--- src/rtl/alu_seq.sv ---
// Multi-precision sequencer: feeds a wide operation through the shared 8-bit ALU
// one byte per cycle, LSB first, chaining the registered carry between slices.
module alu_seq #(
  parameter int BYTES = 4,
  parameter int W     = 8*BYTES
) (
  input  logic         clk,
  input  logic         rst,
  input  logic         start,
  input  logic [2:0]   oper,
  input  logic [W-1:0] a,
  input  logic [W-1:0] b,
  input  logic         c_in,
  output logic         ready,
  output logic         busy,
  output logic         done,
  output logic [W-1:0] result,
  output logic         c_out,
  output logic [2:0]   alu_oper,
  output logic [7:0]   alu_a,
  output logic [7:0]   alu_b,
  output logic         alu_c_in,
  input  logic [7:0]   alu_sum,
  input  logic         alu_c_out
);
  localparam int IW = (BYTES > 1) ? $clog2(BYTES) : 1;
  localparam logic [IW-1:0] LAST = IW'(BYTES-1);

  typedef enum logic [1:0] {S_IDLE, S_RUN, S_DONE} state_t;

  typedef struct packed {
    logic [2:0]   oper;
    logic [W-1:0] a;
    logic [W-1:0] b;
  } req_t;

  state_t        state_q, state_d;
  req_t          req_q, req_d;
  logic [IW-1:0] idx_q, idx_d;
  logic          carry_q, carry_d;
  logic [W-1:0]  result_q, result_d;
  logic          c_out_q, c_out_d;
  logic          ready_q, busy_q, done_q;

  always_comb begin
    state_d  = state_q;
    req_d    = req_q;
    idx_d    = idx_q;
    carry_d  = carry_q;
    result_d = result_q;
    c_out_d  = c_out_q;
    case (state_q)
      S_IDLE: begin
        if (start) begin
          req_d    = '{oper: oper, a: a, b: b};
          carry_d  = c_in;
          idx_d    = '0;
          result_d = '0;
          c_out_d  = 1'b0;
          state_d  = S_RUN;
        end
      end
      S_RUN: begin
        result_d[8*idx_q +: 8] = alu_sum;
        carry_d                = alu_c_out;
        if (idx_q == LAST) begin
          c_out_d = alu_c_out;
          state_d = S_DONE;
        end else begin
          idx_d = idx_q + 1'b1;
        end
      end
      S_DONE:  state_d = S_IDLE;
      default: state_d = S_IDLE;
    endcase
  end

  // Status flags are registered from the next state so they line up with state_q.
  always_ff @(posedge clk) begin
    if (rst) begin
      state_q  <= S_IDLE;
      req_q    <= '0;
      idx_q    <= '0;
      carry_q  <= 1'b0;
      result_q <= '0;
      c_out_q  <= 1'b0;
      ready_q  <= 1'b1;
      busy_q   <= 1'b0;
      done_q   <= 1'b0;
    end else begin
      state_q  <= state_d;
      req_q    <= req_d;
      idx_q    <= idx_d;
      carry_q  <= carry_d;
      result_q <= result_d;
      c_out_q  <= c_out_d;
      ready_q  <= (state_d == S_IDLE);
      busy_q   <= (state_d == S_RUN);
      done_q   <= (state_d == S_DONE);
    end
  end

  assign ready  = ready_q;
  assign busy   = busy_q;
  assign done   = done_q;
  assign result = result_q;
  assign c_out  = c_out_q;

  // ALU ports are quiet outside RUN so the shared ALU sees no stray activity.
  assign alu_oper = busy_q ? req_q.oper              : 3'b000;
  assign alu_a    = busy_q ? req_q.a[8*idx_q +: 8]   : 8'h00;
  assign alu_b    = busy_q ? req_q.b[8*idx_q +: 8]   : 8'h00;
  assign alu_c_in = busy_q ? carry_q                 : 1'b0;

endmodule

--- config.mk ---
export PLATFORM = sky130hd
export DESIGN_NAME = alu_seq
export DESIGN_NICKNAME = d
export VERILOG_FILES = /design/src/rtl/alu_seq.sv
export SDC_FILE = /design/constraint.sdc
export NUM_CORES = 1
export LEC_CHECK = 0
export CAP_MARGIN = 20
export CORE_ASPECT_RATIO = 1.4
export CORE_MARGIN = 2
export CORE_UTILIZATION = 32
export CTS_BUF_LIST = sky130_fd_sc_hd__clkbuf_8
export CTS_CLUSTER_SIZE = 12
export DETAILED_ROUTE_END_ITERATION = 6
export PLACE_DENSITY = 0.57
export SETUP_SLACK_MARGIN = 0.2
export SYNTH_ARGS = -nofsm -noshare
export SYNTH_HDL_FRONTEND = slang
export SYNTH_SLANG_ARGS = --single-unit
--- constraint.sdc ---
create_clock -name clk -period 6.4 [get_ports clk]
set_clock_uncertainty 0.05 [all_clocks]
set_input_delay 0.96 -clock clk [delete_from_list [all_inputs] [get_ports clk]]
set_output_delay 0.96 -clock clk [all_outputs]
set_load 0.01 [all_outputs]
==> results.md <==
- Clock transition at the registers of the reported paths: 100 ps
- Final WL: 12.10 mm
- H-tree depth: 3
- Crit path launch: idx_q[0]
- Count of pins over their slew limit: 0
- Number of synthesized flops with an enable pin: 0
- Final hold vios: 0
- Pleak: 2.154 nW
- Ratio of cells with drive above 1 in the final layout: 8.333%
- Peak Freq: 295.0 MHz
- TritonCTS clock tree: done
- Slowest stage delay, CP: 560 ps
- Hold_ws: 407.3 ps
- Die Wd: 103.7 um
- Initial DRC count: 186
- Mapped Cells: 479
- Class of the worst hold path: flop to flop
- Crit path to: alu_a[2]
- TritonCTS buffer count: 9
- Net Count, Synth: 564
- Syn Area/Cell: 9.304 sq um
- Wire per inst: 15.41 um
- Ant. Diodes: 0
- Crit path depth: 4
- Vias in the first global route: 3,842
- Hpwl dp: 8.426 mm
- Power per cell area: 215.8 nW/um^2
- R2R Path End: result[17]
- DR vias: 3,761
- Crit path launch type: flop
- Clock Sinks: 108
- PortBufs: 135
- Ys async rst share: 0%
- Worst slew margin: 42.41%
- FF-to-FF path depth: 6
- Resized Gates After CTS: 0
- #FFs+latches synth: 108
- Post-synthesis sequential area ratio: 48.51%
- Area Growth Syn to Fin: 36.10%
- Total GRT Usage: 16.27%
- 1st-pass router iterations: 4
- Min Tclk post-route: 3390 ps
- Crit Path Category: flop to primary output
- Warnings, synthesis: 0
- Max rail drop VDD: 0.00008806 V
- Max FO, Critical Path: 21
- Slowest CP cell: mux4_2
- Initial Utilization: 32.33%
- Tcrit/Tclk final: 52.97%
- WP buf/inv: 2
- Initial antenna violation count: 0
- Die Y: 143.6 um
- Crit-path leading delay family: buffers and inverters
- Post-synth cell types: 37
- Routed Antenna Nets: 0
- Largest net degree at the start of global routing: 68
- First-pass GRT wire length: 19.49 mm
- Remaining DRCs: 0
- Grt total ovfl: 0
- CTS Buffer Depth: 2
- Row cnt: 51
- # Max-Cap Violations: 0
- Vias per cell: 4.791
- Worst Setup End Kind: primary output
- Nets: 680
- Top_reg_cell synth: dfxtp_1
- CP Data Arrival Time: 2380 ps
- Final setup violation count: 0
- Slew @ Worst Pin: 856.7 ps
- Final GP Congestion: 0.7922
- RR Startpoint: idx_q[1]
- RSZ-0062 raised after global routing: no
- Cts hold-fix bufs: 0
- Root Buffer: clkbuf_8
- Post-CTS setup buffers: 0
- Core region area: 13,780 sq um
- Die ar.: 14,900 sq um
- Status: finished, final reports clean
- Clock Latency Late Sink: 370 ps
- Reg2reg setup slack: 4110 ps
- Setup TNS: 0 ps
- Netlist Area Pre-Place: 4457 sq um
- Top-Level Pins: 136
- Crit-path cells: buf_4, mux4_2, and2_1, clkdlybuf4s50_1
- Critical Path RT: 5390 ps
-- stage by stage --
step                      instance area (sq um)  util, %  instances  worst slack (ps)  power, mW
after floorplan                            4457        -        479              4034     0.8430
after global placement                     5882    42.67        769              3427     0.9289
after detailed placement                   5882    42.67        769              3392     0.9326
after CTS                                  6066    44.01        785              2968      1.327
after global routing                       6066    44.01        785              2902      1.370
final                                      6066    44.01        785              3010      1.309
-- logic make-up (layout without fill, tap and decap cells) --
family | Yosys count | in the layout | share of synthesized area [%]
buf+inv | 41 | 162 | 4.913
flops | 108 | 108 | 48.51
mux | 20 | 20 | 9.096
simple gates | 191 | 191 | 19.79
fa+ha+maj | 5 | 5 | 1.404
compound gates | 114 | 114 | 16.28
-- layout make-up --
| class | instances | area, sq um |
|---|---|---|
| clock buffer | 9 | 123.9 |
| clock inverter | 7 | 60.06 |
| fill | 1401 | 7717 |
| inverter | 6 | 22.52 |
| multi-input combinational | 330 | 2082 |
| sequential | 108 | 2162 |
| tap | 185 | 231.5 |
| timing repair buffer | 140 | 1384 |
-- layout by cell type (no fill, tap or decap), drive strengths merged --
| master | count |
|---|---|
| nor2b | 8 |
| and3 | 1 |
| nor3 | 2 |
| clkbuf | 9 |
| o22ai | 1 |
| a21oi | 73 |
| nor3b | 1 |
| nand3 | 1 |
| mux2 | 4 |
| clkinvlp | 3 |
| nand2b | 10 |
| nand4 | 1 |
| a31oi | 2 |
| o2bb2ai | 8 |
| mux4 | 16 |
| o32a | 1 |
| buf | 6 |
| nor4bb | 1 |
| nor4 | 1 |
| ha | 5 |
| or3b | 1 |
| a22o | 24 |
| o21ai | 1 |
| and2 | 20 |
| a221oi | 1 |
| a21boi | 2 |
| nor4b | 2 |
| o21bai | 1 |
| nand2 | 139 |
| dfxtp | 108 |
| inv | 8 |
| clkdlybuf4s50 | 134 |
| nor2 | 1 |
| nand3b | 2 |
| clkinv | 2 |
-- layer usage --
layer,GRT usage [%],share of wire (%)
met1,19.11,43
met2,29.28,50
met3,3.764,4.7
met4,5.619,1.8
met5,0,0
-- synthesized netlist by cell type (all sizes together), types with 2 or more instances --
library cell	n	area, sq um
inv	6	22.52
o2bb2ai	8	70.07
dfxtp	108	2162
a21oi	73	380.4
and2	20	125.1
nor4b	2	32.53
a21boi	2	15.01
buf	21	143.9
nor3	2	10.01
mux2	4	45.04
clkbuf	14	52.55
ha	5	62.56
a31oi	2	12.51
nand3b	2	15.01
nor2b	8	50.05
nand2	139	521.8
nand2b	10	62.56
a22o	24	210.2
mux4	16	360.4
-- power breakdown --
part | internal, mW | leakage (nW) | total, mW | switching [mW]
clock network | 0.147 | 0.0840 | 0.394 | 0.247
logic | 0.102 | 1.19 | 0.192 | 0.0894
registers | 0.703 | 0.883 | 0.724 | 0.0211
-- how the worst min path moves through the flow --
stage,end,startpoint,slack (ps),depth (start not counted)
6_report,req_q[48],req_q[48],410,2
5_1_grt,req_q[66],req_q[66],430,2
4_1_cts,req_q[48],req_q[48],410,2
3_5_place_dp,req_q[29],req_q[29],400,2
3_3_place_gp,req_q[21],req_q[21],390,2
2_1_floorplan,req_q[64],req_q[64],380,2
-- sequential cells by signal, indices dropped and copies added, names as in the netlist --
register / count
ready: 1
c_out: 1
state_q: 2
done: 1
result: 32
req_q: 67
carry_q: 1
busy: 1
idx_q: 2
-- worst reg2reg max path, cell delays in order (launching register included) --
cell	delay, ps
dfxtp_1	320
buf_4	310
inv_1	150
ha_1	400
nand3b_1	110
nor4_2	650
a22o_1	240
Note: power is estimated with default switching activity, not from simulation.
